`config.mk`:
```
export PLATFORM = sky130hd
export DESIGN_NAME = spi_slave
export DESIGN_NICKNAME = d
export VERILOG_FILES = /design/src/rtl/spi_pkg.sv /design/src/rtl/spi_sync.sv /design/src/rtl/spi_slave.sv
export SDC_FILE = /design/constraint.sdc
export NUM_CORES = 1
export LEC_CHECK = 0
export BUFFER_PORTS_ARGS = -buffer_cell sky130_fd_sc_hd__buf_2
export CAP_MARGIN = 10
export CELL_PAD_IN_SITES_DETAIL_PLACEMENT = 1
export CELL_PAD_IN_SITES_GLOBAL_PLACEMENT = 1
export CORE_ASPECT_RATIO = 1.75
export CORE_UTILIZATION = 45
export DETAILED_ROUTE_END_ITERATION = 6
export PLACE_DENSITY = 0.82
export SYNTH_ARGS = -nofsm -noshare
export SYNTH_HDL_FRONTEND = slang
export SYNTH_SLANG_ARGS = --single-unit
```
`constraint.sdc`:
```
create_clock -name clk -period 2.2 [get_ports clk]
set_clock_uncertainty 0.05 [all_clocks]
set_input_delay 0.44 -clock clk [delete_from_list [all_inputs] [get_ports clk]]
set_output_delay 0.44 -clock clk [all_outputs]
set_load 0.02 [all_outputs]
```
`src/rtl/spi_pkg.sv`:
```
`default_nettype none
// ----------------------------------------------------------------------------
// spi_pkg : FSM state and SPI mode encodings shared by SPI master and slave
// Rev 1.0
// ----------------------------------------------------------------------------
package spi_pkg;

  localparam int unsigned c_cnt_w = 3;

  typedef enum logic [0:0] {
    IDLE   = 1'b0,
    ACTIVE = 1'b1
  } spi_state_e;

  typedef enum logic [1:0] {
    SPI_MODE0 = 2'd0,
    SPI_MODE1 = 2'd1,
    SPI_MODE2 = 2'd2,
    SPI_MODE3 = 2'd3
  } spi_mode_e;

  function automatic spi_mode_e spi_mode(input logic cpol, input logic cpha);
    return spi_mode_e'({cpol, cpha});
  endfunction

  // CPHA=0 modes capture data on the leading sclk edge
  function automatic logic sample_on_leading(input spi_mode_e mode);
    return (mode == SPI_MODE0) || (mode == SPI_MODE2);
  endfunction

endpackage
`default_nettype wire

```
`src/rtl/spi_sync.sv`:
```
`default_nettype none
// ----------------------------------------------------------------------------
// spi_sync : STAGES-deep single-bit synchronizer with a configurable reset value
// Rev 1.0
// ----------------------------------------------------------------------------
module spi_sync #(
  parameter int   STAGES  = 2,
  parameter logic RST_VAL = 1'b0
) (
  input  logic clk,
  input  logic rst,
  input  logic d,
  output logic q
);

  logic [STAGES-1:0] r_sync;

  always_ff @(posedge clk or negedge rst) begin
    if (!rst) begin
      r_sync <= {STAGES{RST_VAL}};
    end else begin
      r_sync <= {r_sync[STAGES-2:0], d};
    end
  end

  assign q = r_sync[STAGES-1];

endmodule
`default_nettype wire

```
`src/rtl/spi_slave.sv`:
```
`default_nettype none
// ----------------------------------------------------------------------------
// spi_slave : oversampled SPI slave, all four modes, byte framing under ss
// Rev 1.0
// ----------------------------------------------------------------------------
module spi_slave
  import spi_pkg::*;
#(
  parameter int SYNC_STAGES = 2
) (
  input  logic       clk,
  input  logic       rst,
  input  logic       CPOL,
  input  logic       CPHA,
  input  logic       sclk,
  input  logic       ss,
  input  logic       mosi,
  output logic       miso,
  output logic       miso_oe,
  input  logic [7:0] datain,
  output logic       tx_load,
  output logic [7:0] dataout,
  output logic       rx_valid,
  output logic       aborted,
  output logic       busy
);

  // sclk is synchronized relative to CPOL, so a reset value of 0 means "idle level"
  logic w_sclk_norm;
  logic w_sclk_s;
  logic w_ss_s;
  logic w_mosi_s;

  assign w_sclk_norm = sclk ^ CPOL;

  spi_sync #(.STAGES(SYNC_STAGES), .RST_VAL(1'b0)) u_sync_sclk (
    .clk (clk),
    .rst (rst),
    .d   (w_sclk_norm),
    .q   (w_sclk_s)
  );

  spi_sync #(.STAGES(SYNC_STAGES), .RST_VAL(1'b1)) u_sync_ss (
    .clk (clk),
    .rst (rst),
    .d   (ss),
    .q   (w_ss_s)
  );

  spi_sync #(.STAGES(SYNC_STAGES), .RST_VAL(1'b0)) u_sync_mosi (
    .clk (clk),
    .rst (rst),
    .d   (mosi),
    .q   (w_mosi_s)
  );

  logic                 r_sclk_d;
  logic                 r_ss_d;
  logic [SYNC_STAGES:0] r_settle;
  logic                 r_armed;

  always_ff @(posedge clk or negedge rst) begin
    if (!rst) begin
      r_sclk_d <= 1'b0;
      r_ss_d   <= 1'b1;
      r_settle <= '0;
      r_armed  <= 1'b0;
    end else begin
      r_sclk_d <= w_sclk_s;
      r_ss_d   <= w_ss_s;
      r_settle <= {r_settle[SYNC_STAGES-1:0], 1'b1};
      // a frame may only start after ss has genuinely been seen high post-reset
      r_armed  <= r_armed | (r_settle[SYNC_STAGES] & w_ss_s);
    end
  end

  logic      w_lead;
  logic      w_trail;
  logic      w_lead_samples;
  logic      w_sample_edge;
  logic      w_drive_edge;
  logic      w_ss_fall;
  logic      w_ss_rise;
  spi_mode_e w_mode;

  assign w_lead         = w_sclk_s & ~r_sclk_d;
  assign w_trail        = ~w_sclk_s & r_sclk_d;
  assign w_mode         = spi_mode(CPOL, CPHA);
  assign w_lead_samples = sample_on_leading(w_mode);
  assign w_sample_edge  = w_lead_samples ? w_lead : w_trail;
  assign w_drive_edge   = w_lead_samples ? w_trail : w_lead;
  assign w_ss_fall      = r_ss_d & ~w_ss_s;
  assign w_ss_rise      = ~r_ss_d & w_ss_s;

  spi_state_e r_state;
  spi_state_e w_state_nxt;
  logic       w_enter;
  logic       w_leave;
  logic       w_sample;
  logic       w_drive;

  always_ff @(posedge clk or negedge rst) begin
    if (!rst) begin
      r_state <= IDLE;
    end else begin
      r_state <= w_state_nxt;
    end
  end

  always_comb begin
    w_state_nxt = r_state;
    w_enter     = 1'b0;
    w_leave     = 1'b0;
    w_sample    = 1'b0;
    w_drive     = 1'b0;
    case (r_state)
      IDLE: begin
        if (w_ss_fall && r_armed) begin
          w_state_nxt = ACTIVE;
          w_enter     = 1'b1;
        end
      end
      ACTIVE: begin
        // edges still count on the leaving clk so a just-completed byte is kept
        w_sample = w_sample_edge;
        w_drive  = w_drive_edge;
        if (w_ss_rise) begin
          w_state_nxt = IDLE;
          w_leave     = 1'b1;
        end
      end
      default: begin
        w_state_nxt = IDLE;
      end
    endcase
  end

  logic [c_cnt_w-1:0] r_bit_cnt;
  logic [c_cnt_w-1:0] w_cnt_nxt;
  logic [7:0]         r_rx_sr;
  logic [7:0]         r_tx;
  logic [7:0]         r_dataout;
  logic [7:0]         w_rx_word;
  logic               r_rx_valid;
  logic               r_tx_load;
  logic               r_aborted;
  logic               w_byte_done;
  logic               w_load;

  always_comb begin
    w_cnt_nxt = r_bit_cnt;
    if (w_enter) begin
      w_cnt_nxt = '0;
    end else if (w_sample) begin
      w_cnt_nxt = r_bit_cnt + 1'b1;
    end
  end

  assign w_rx_word   = {r_rx_sr[6:0], w_mosi_s};
  assign w_byte_done = w_sample && (r_bit_cnt == '1);
  // CPHA=0 needs bit 7 on miso before the first leading edge
  assign w_load      = (w_drive && (r_bit_cnt == '0)) || (w_enter && !CPHA);

  always_ff @(posedge clk or negedge rst) begin
    if (!rst) begin
      r_bit_cnt  <= '0;
      r_rx_sr    <= '0;
      r_tx       <= '0;
      r_dataout  <= '0;
      r_rx_valid <= 1'b0;
      r_tx_load  <= 1'b0;
      r_aborted  <= 1'b0;
    end else begin
      r_rx_valid <= w_byte_done;
      r_aborted  <= w_leave && (w_cnt_nxt != '0);
      r_tx_load  <= w_load && !w_leave;

      if (w_byte_done) begin
        r_dataout <= w_rx_word;
      end

      if (w_leave) begin
        r_bit_cnt <= '0;
        r_rx_sr   <= '0;
        r_tx      <= '0;
      end else begin
        r_bit_cnt <= w_cnt_nxt;
        if (w_sample) begin
          r_rx_sr <= w_rx_word;
        end
        if (w_load) begin
          r_tx <= datain;
        end else if (w_drive) begin
          r_tx <= {r_tx[6:0], 1'b0};
        end
      end
    end
  end

  assign miso_oe  = (r_state == ACTIVE);
  assign miso     = miso_oe & r_tx[7];
  assign busy     = (r_state == ACTIVE);
  assign dataout  = r_dataout;
  assign rx_valid = r_rx_valid;
  assign tx_load  = r_tx_load;
  assign aborted  = r_aborted;

endmodule
`default_nettype wire

```
### Word level (Yosys, flattened, before mapping)

Index checks and enable logic that the tools add are counted.
Widths: inputs -> output; s select.

* bits in registers: 42

* add/subtract/negate cells: 1
* equal/unequal tests: 2
* muxes and demuxes: 18
* bitwise gates (word level): 13
* reductions and logical operators: 15

Operators by type and width (number)
* $mux 8: 3
* $mux 7: 2
* $mux 1: 9
* $mux 3: 3
* $and 1x1->1: 6
* $logic_and 1x1->1: 6
* $reduce_bool 3->1: 2
* $not 1->1: 5
* $add 3x1->3 const B: 1
* $eq 3x3->1 const B: 1
* $logic_not 3->1: 1
* $eq 2x2->1 const B: 1
* $logic_not 1->1: 2
* $logic_not 2->1: 1
* $logic_or 1x1->1: 2
* $pmux 1 s2: 1
* $reduce_bool 2->1: 1
* $or 1x1->1: 1
* $xor 1x1->1: 1

### Longest topological paths before layout

Gate-level depths: netlist of the first run.

* depth after elaboration: 9
* mapped depth: 7

### Hierarchy

A second synthesis of the first run with hierarchy kept.

* cells, all modules: 164
* area total of the unflattened synthesis: 2077.0 µm²

Modules (own cells, without submodules)
* spi_slave: instances 1, cells each 158, area each 1924.3 µm²
* spi_sync (u_sync_mosi ...): instances 2, cells each 2, area each 50.0 µm²
* spi_sync (u_sync_ss): instances 1, cells each 2, area each 52.6 µm²

### Least setup slack after synthesis of the first run

OpenSTA, ideal clock, no wires.

* path kind: reg-to-reg
* start: register r_state (netlist: busy)
* end: register r_tx[1]
* library setup time: 0.121 ns
* data arrival time: 1.568 ns
* required time: 2.029 ns
* setup slack: 0.461 ns
* cell stages (with the launch flop): 8
* path buffers: 3
* clock period less this slack: 1.739 ns
* path through: dfrtp_1 buf_6 and4bb_1 buf_4 nand2_1 and3_1 buf_6 a22o_1

* longest elaborated chain between the ends: 5

Ends and longest elaborated chain
* from (decl): line spi_slave.sv:95 `spi_state_e r_state;`
* from (signal assigned): line spi_slave.sv:106 `r_state <= w_state_nxt;`
* $mux 1: line spi_slave.sv:116 `case (r_state)`
* $logic_and 1x1->1: line spi_slave.sv:162 `assign w_load = (w_drive && (r_bit_cnt == '0)) || (w_enter && !CPHA);`
* $logic_or 1x1->1: line spi_slave.sv:162
* $mux 8: line spi_slave.sv:191 `if (w_load) begin`
* $mux 8: line spi_slave.sv:182 `if (w_leave) begin`
* to (signal assigned): line spi_slave.sv:192 `r_tx <= datain;`
* to (signal assigned): line spi_slave.sv:194 `r_tx <= {r_tx[6:0], 1'b0};`
* to (decl): line spi_slave.sv:141 `logic [7:0] r_tx;`

Several ways; a longest one is shown, not always the timed one.
A chain may end at the register's enable or synchronous reset.

### Worst setup path after layout of the first run

* start: register r_state (netlist: busy)
* end: register r_tx[6]

Same word-level chain as after synthesis.

==> flow_summary.ini, run 1 <==
[outcome]
status = completed

[power_and_ir_drop]
ir_drop_v = 0.000744
swShare_pct = 29.0
clkPwrFrac_pct = 32.0
switching_power_w = 0.000551
p_int_w = 0.00135
p_per_area_nw_per_um2 = 871
p_leak_nw = 1.10
pwr-share-seq_pct = 48.4
p_comb_share_pct = 19.6

[timing]
max_freq_mhz = 504
rsz0062_at_grt = false
finalCriticalPeriod_ns = 1.99
hold_viol = 0
finalSetupViolCount = 0
period_share_pct = 90.2
setup_tns_ns = 0
worstMarginPinSlew_ns = 0.601
slew-limit-headroom_pct = 59.8
setup_ws_ns = 0.215
maxSlewViolCount = 0

[synthesis]
synth_fp_nets = 171
syn-cell-area_um2 = 1900
ys.flop_type = dfrtp_1
synth_edf_count = 0
synth_seq_cells = 42
yosysWarningCount = 0
synth.distinct_cells = 40
avgSynthCellArea_um2 = 12.4
synthCells = 153
yosysSeqAreaShare_pct = 55.4
async_flop_share_pct = 100

[floorplan]
start_util_pct = 46.3
rows = 31
io_pins = 29
die_x_um = 51.2
dieArea_um2 = 4510
core-area_um2 = 4110
fp.dieH_um = 88.1

[cts]
clockBufferDepth = 2
clk_root_buffer_cell = clkbuf_8
postCtsSetupBuffers = 0
cts_buffers = 5
clk_pin_slew_ns = 0.08
cts.sinks = 42
htree_levels = 2
cts_tree = yes
ctsResizeCount = 0
clk_latency_ns = 0.30
hold_buffers = 0

[drt]
routedWlPerCell_um = 17.8
via_per_inst = 5.77
final_antenna_net_count = 0
vias = 1344
dr.pass1.iters = 4
drc = 0
drt_wl_total_um = 4150
drt-initial-drc-count = 22

[cells_and_area]
multiInputGateArea_um2 = 761
diodes = 0
area_growth_pct = 14.5
fillers = 471
seqCellArea_um2 = 1050
nets = 201
drive_gt1_share_pct = 31.0

[place]
numPortBuffers = 28
place_worst_setup_slack_ns = 0.214
place_hpwl_um = 3060
place_congestion = 0.796

[critical_path]
crit_type = reg2reg
critPathLaunchType = flip-flop
crit_required_ns = 2.34
end_kind = flip-flop
crit_arrival_ns = 2.12
worstPathMaxFanout = 8

[grt]
grt_pass1_wl_um = 6840
grt_max_degree = 43
grt-ovfl-total = 0
track_usage_pct = 21.0
antenna_found_initial = 0
first_global_vias = 1445

[run]
cap_viol_max_count = 0

[worst_hold_path]
hold_path_class = in2async
[synthesized netlist by cell type (all sizes together), types with 2 or more instances]
library cell	n	area share, %
a21oi	2	0.72
a22o	9	4.1
and2	2	0.66
and3b	2	0.92
buf	9	3.6
dfrtp	39	51
dfstp	3	4.1
ha	3	2.0
inv	3	0.59
mux2	8	4.7
mux2i	9	4.7
nand2	5	0.99
nand3	7	1.8
nor2	10	2.0
nor2b	2	0.66
nor3b	2	1.6
o2111ai	7	3.2
o211ai	8	3.9
o21ai	10	2.8
[placed cells by master (no fill, tap or decap), drive strengths merged]
master,n
dfrtp,39
buf,33
nor2,10
o21ai,10
mux2i,9
a22o,9
mux2,8
o211ai,8
o2111ai,7
nand3,7
clkbuf,6
nand2,5
inv,3
ha,3
dfstp,3
nor2b,2
and3b,2
and2,2
nor3b,2
a21oi,2
nand4bb,1
xnor2,1
a21o,1
nor3,1
o41ai,1
clkinv,1
and4bb,1
nand2b,1
o211a,1
xor2,1
and3,1
bufinv,1
clkinvlp,1
conb,1
[power groups by stage]
stage / combinational (W) / sequential (W) / clock [W]
floorplan: 0.000273 / 0.000918 / 0
global placement: 0.000357 / 0.000928 / 0
detailed placement: 0.000374 / 0.000933 / 0
CTS: 0.000376 / 0.000919 / 0.000621
global route: 0.000415 / 0.000928 / 0.000655
finish: 0.000372 / 0.000919 / 0.000607
[kinds of logic after synthesis]
| family | Yosys count | share of synthesized area, % |
|---|---|---|
| other cells | 1 | 0.197 |
| flops | 42 | 55.4 |
| simple gates | 35 | 10.8 |
| xor+xnor | 2 | 0.920 |
| fa+ha+maj | 3 | 1.97 |
| mux | 17 | 9.46 |
| buf+inv | 14 | 4.66 |
| compound gates | 39 | 16.6 |
[state kept, by name, indices dropped and copies added (netlist names), 2 cells and up]
name / cells
r_rx_sr: 7
u_sync_sclk.r_sync: 2
r_settle: 3
r_tx: 8
u_sync_mosi.r_sync: 2
r_bit_cnt: 3
dataout: 8
u_sync_ss.r_sync: 2
[critical path: stages, from the launching register on]
cell and delay, ns:
dfrtp_1 0.44, buf_4 0.19, nor2b_1 0.51, o211a_4 0.33, o211ai_1 0.14, a22o_1 0.21
[layout make-up]
type	count	share of cell area, %
clock inverters	2	1.72
clock buffers	6	3.33
well taps	49	2.81
flip-flops and latches	42	48.4
repair buffers	33	8.15
inverters	4	0.689
multi-input cells	97	34.9
[per-layer routing]
layer,global-route usage (%),up-vias,wire (µm)
met5,0,-,0
met4,10.1,0,114
met3,4.17,11,147
met2,38.2,36,2370
met1,22.6,677,1530
li1,-,620,-
[final timing paths]
path | from | endpoint | slack [ns] | cells after the start
worst max register to register | busy | r_tx[6] | 0.21 | 5
max in group asynchronous | rst | r_rx_sr[5] | 1.58 | 2
worst min-delay path | rst | tx_load | 0.14 | 2
worst min register to register | u_sync_ss.r_sync[0] | u_sync_ss.r_sync[1] | 0.31 | 0
min in group clk | ss | u_sync_ss.r_sync[0] | 0.19 | 1
worst max-delay path | busy | r_tx[6] | 0.21 | 5
[stage by stage]
| step | cells | utilization (%) | total power [W] | instance area (µm²) | hold WS [ns] |
|---|---|---|---|---|---|
| global placement | 225 | 50.3 | 0.00128 | 2070 | 0.283 |
| CTS | 233 | 53.0 | 0.00192 | 2180 | 0.159 |
| detailed placement | 225 | 50.3 | 0.00131 | 2070 | 0.292 |
| floorplan | 153 | - | 0.00119 | 1900 | 0.0944 |
| finish | 233 | 53.0 | 0.00190 | 2180 | 0.145 |
| global route | 233 | 53.0 | 0.00200 | 2180 | 0.172 |
(Power assumes the default switching activity.)
==> inputs of run 2 (changes only) <==
--- a/config.mk
+++ b/config.mk
@@ -12,7 +12,7 @@
 export CORE_ASPECT_RATIO = 1.75
 export CORE_UTILIZATION = 45
 export DETAILED_ROUTE_END_ITERATION = 6
-export PLACE_DENSITY = 0.82
+export PLACE_DENSITY = 0.89
 export SYNTH_ARGS = -nofsm -noshare
 export SYNTH_HDL_FRONTEND = slang
 export SYNTH_SLANG_ARGS = --single-unit
==> flow_summary.ini, run 2 (synthesized netlist as in run 1, its figures left out) <==
[grt]
antenna_found_initial = 0
gr-usage-met3_pct = 2.78
grt_max_degree = 43
first_global_vias = 1519
grt_use_met2_pct = 41.7
busiest_layer = met2
grt-ovfl-total = 0
grt_pass1_wl_um = 7090
track_usage_pct = 21.3
gr-usage-met1_pct = 21.2

[outcome]
status = completed

[floorplan]
die_x_um = 51.2
dieArea_um2 = 4510
io_pins = 29
fp.dieH_um = 88.1
rows = 31
core-area_um2 = 4110
start_util_pct = 46.3

[drt]
via_per_inst = 5.72
routedWlPerCell_um = 18.2
vias = 1345
drt_wl_total_um = 4270
drc = 0
dr.pass1.iters = 4
final_antenna_net_count = 0
drt-initial-drc-count = 16

[timing]
maxSlewViolCount = 0
hold_viol = 0
period_share_pct = 81.0
slew-limit-headroom_pct = 65.4
worstMarginPinSlew_ns = 0.519
finalCriticalPeriod_ns = 1.78
max_freq_mhz = 561
rsz0062_at_grt = false
setup_tns_ns = 0
finalSetupViolCount = 0

[cells_and_area]
layout_common_cells = 39 x dfrtp_1, 28 x buf_2, 10 x nor2_1, 9 x mux2i_1, 9 x a22o_1
nets = 203
drive_gt1_share_pct = 32.3
final_cells = 235
post-route-cell-area_um2 = 2180
area_growth_pct = 14.5
utilization_pct = 53.0
diodes = 0
layout_commonest_cell = dfrtp_1

[cts]
cts_buffers = 5
clk_root_buffer_cell = clkbuf_8
clk_latency_ns = 0.29
htree_levels = 2
clockBufferDepth = 2
cts_tree = yes
postCtsSetupBuffers = 0
hold_buffers = 0
clk_pin_slew_ns = 0.08
ctsResizeCount = 0
cts.sinks = 42

[worst_hold_path]
hold_path_class = in2async

[critical_path]
critPathLaunchType = flip-flop
worstPathMaxFanout = 9
crit_type = reg2reg
crit_arrival_ns = 1.91
end_kind = flip-flop
reg2reg_setup_slack_ns = 0.42
crit_required_ns = 2.32

[place]
place_hpwl_um = 3240
place_area_um2 = 2080
place_congestion = 0.805
numPortBuffers = 28
dp.cells = 227

[power_and_ir_drop]
ir_drop_v = 0.000539
p_leak_nw = 1.10
p_total_w = 0.00181
p_per_area_nw_per_um2 = 832

[run]
cap_viol_max_count = 0
-- run 2: path summary, 6_finish.rpt --
kind,startpoint,end,depth (start not counted)
max,r_sclk_d,r_tx[2],4
min,rst,r_tx[7],2
max reg2reg,r_sclk_d,r_tx[2],4
min reg2reg,u_sync_ss.r_sync[0],u_sync_ss.r_sync[1],0
max in group asynchronous,rst,r_ss_d,2
min in group clk,ss,u_sync_ss.r_sync[0],1
-- run 2: stage by stage --
stage	worst slack, ns	hold slack, ns
final	0.418	0.158
after global routing	0.320	0.181
after CTS	0.425	0.174
after detailed placement	0.208	0.293
after global placement	0.284	0.284
after floorplan	0.461	0.0944
-- run 2: report_power, final --
part	internal, W	switching (W)
Clock	0.000252	0.000245
Combinational	0.000160	0.000232
Sequential	0.000856	0.0000682
-- run 2: area by class of cell --
cell class | count | area, µm²
clock buffers | 6 | 82.6
fillers | 474 | 1930
flip-flops and latches | 42 | 1050
inverters | 4 | 15.0
clock inverters | 2 | 12.5
well taps | 49 | 61.3
repair buffers | 35 | 193
multi-input cells | 97 | 761
-- run 2: routing by layer --
metal | vias to the layer above | wire length (µm) | share of wire, %
li1 | 624 | - | -
met1 | 671 | 1550 | 36
met2 | 38 | 2470 | 58
met3 | 12 | 121 | 2.8
met4 | 0 | 127 | 3.0
met5 | - | 0 | 0
-- run 2: worst max-delay path, cell delays in order, from the launching register on --
cell     delay, ns
dfrtp_1       0.41
and3b_1       0.44
o21ai_1       0.17
and3_1        0.32
a22o_1        0.28
==> inputs of run 3 (changes only) <==
==> constraint.sdc (replaced) <==
create_clock -name clk -period 1.75 [get_ports clk]
set_clock_uncertainty 0.05 [all_clocks]
set_input_delay 0.35 -clock clk [delete_from_list [all_inputs] [get_ports clk]]
set_output_delay 0.35 -clock clk [all_outputs]
set_load 0.02 [all_outputs]
==> flow_summary.ini, run 3 (synthesized netlist as in run 1, its figures left out) <==
[drt]
vias = 1382
final_antenna_net_count = 0
routedWlPerCell_um = 18.0
drc = 0
drt_wl_total_um = 4380
dr.pass1.iters = 4
via_per_inst = 5.69
drt-initial-drc-count = 24

[cts]
clk_root_buffer_cell = clkbuf_8
htree_levels = 2
postCtsSetupBuffers = 0
cts_buffers = 5
clk_pin_slew_ns = 0.09
cts_tree = yes
cts.sinks = 42
clockBufferDepth = 2
clk_latency_ns = 0.29

[grt]
grt_max_degree = 43
first_global_vias = 1510
track_usage_pct = 22.2
grt_use_met2_pct = 44.3
gr-usage-met1_pct = 21.3
grt_pass1_wl_um = 7130
antenna_found_initial = 0
grt-ovfl-total = 0
busiest_layer = met2
gr-usage-met3_pct = 3.82

[critical_path]
crit_type = reg2reg
cpMaxStageDelayCell = dfstp_2
r2r_start = u_sync_ss.r_sync[1]
crit_required_ns = 1.88
r2r_end = r_tx[0]
cpLargestDelayFamily = flip-flops
crit_arrival_ns = 1.77
crit_path_frequent_cell = a22o_1
slowest_delay_ns = 0.58
end_kind = flip-flop
worst-path-buf-inv = 1
crit_chain = and4bb_1 -> buf_4 -> a22o_1 -> a22o_1
reg2reg_setup_slack_ns = 0.11
critPathLaunchType = flip-flop
worst_r2r_path_depth = 4
worstPathMaxFanout = 8

[cells_and_area]
layout_common_cells = 39 x dfrtp_1, 28 x buf_2, 13 x buf_4, 10 x nor2_1
layout_commonest_cell = dfrtp_1
diodes = 0
nets = 211
area_growth_pct = 18.8
drive_gt1_share_pct = 35.1
fillers = 455

[floorplan]
core-area_um2 = 4110
die_x_um = 51.2
rows = 31
fp.dieH_um = 88.1
io_pins = 29
start_util_pct = 46.3
dieArea_um2 = 4510

[timing]
setup_ws_ns = 0.109
max_freq_mhz = 609
period_share_pct = 93.8
finalSetupViolCount = 0
hold_viol = 0
maxSlewViolCount = 0
setup_tns_ns = 0
rsz0062_at_grt = false
finalCriticalPeriod_ns = 1.64

[worst_hold_path]
hold_path_class = in2reg
min_path_cells = 1
min_to = u_sync_ss.r_sync[0]
holdCritStartpoint = ss

[place]
numPortBuffers = 28
place_congestion = 0.832
place_hpwl_um = 3320
place_worst_setup_slack_ns = 0.0196

[outcome]
status = completed

[run]
cap_viol_max_count = 0

[power_and_ir_drop]
p_per_area_nw_per_um2 = 1020
ir_drop_v = 0.000783
p_leak_nw = 1.14
## run 3: cell types whose count changed in the layout (fill, tap and decap cells not counted), sizes merged
cell	previous run	this run
buf	35	42
clkbuf	6	5
clkinv	2	3
dlygate4sd3	0	1
## run 3: cell type report
| type | instances | area (µm²) | share of cell area [%] |
|---|---|---|---|
| flip-flops and latches | 42 | 1050 | 46.6 |
| multi-input cells | 97 | 773 | 34.2 |
| repair buffers | 43 | 268 | 11.8 |
| clock buffers | 5 | 68.8 | 3.04 |
| well taps | 49 | 61.3 | 2.71 |
| clock inverters | 3 | 21.3 | 0.940 |
| inverters | 4 | 15.0 | 0.664 |
## run 3: how the worst max path moves through the flow
stage | startpoint | endpoint | slack [ns] | cells past startpoint
2_1_floorplan | busy | r_tx[1] | 0.01 | 7
5_1_grt | u_sync_sclk.r_sync[1] | aborted | 0.02 | 4
4_1_cts | r_ss_d | r_tx[6] | 0.01 | 4
6_report | u_sync_ss.r_sync[1] | r_tx[0] | 0.11 | 4
3_3_place_gp | CPHA | r_tx[1] | 0.05 | 5
3_5_place_dp | CPHA | r_rx_sr[2] | 0.02 | 6
## run 3: stage by stage
step           cells  hold WS (ns)  instance area (µm²)  util (%)  total power [W]
3_5_place_dp     234         0.290                 2150      52.3          0.00169
5_1_grt          243        0.0798                 2260      55.0          0.00243
3_3_place_gp     234         0.283                 2150      52.3          0.00166
6_report         243        0.0925                 2260      55.0          0.00230
2_1_floorplan    153       0.00441                 1900         -          0.00150
4_1_cts          243        0.0839                 2250      54.7          0.00233
## run 3: repair_timing
item,4_1_cts,5_1_grt
hold buffers,1,0
endpoints found under the setup margin,0,6
resized for setup,0,2
hold endpoints to repair,39,0
## run 3: power by group
part | total, W | internal [W] | switching (W) | leakage (nW)
registers | 0.00116 | 0.00108 | 0.0000839 | 0.544
clock network | 0.000622 | 0.000280 | 0.000342 | 0.0441
logic | 0.000523 | 0.000233 | 0.000289 | 0.556
## run 3: layer usage
metal  share of wire [%]  wire length, µm
met1                  36             1590
met2                  59             2580
met3                 3.1              135
met4                 1.6               71
met5                   0                0
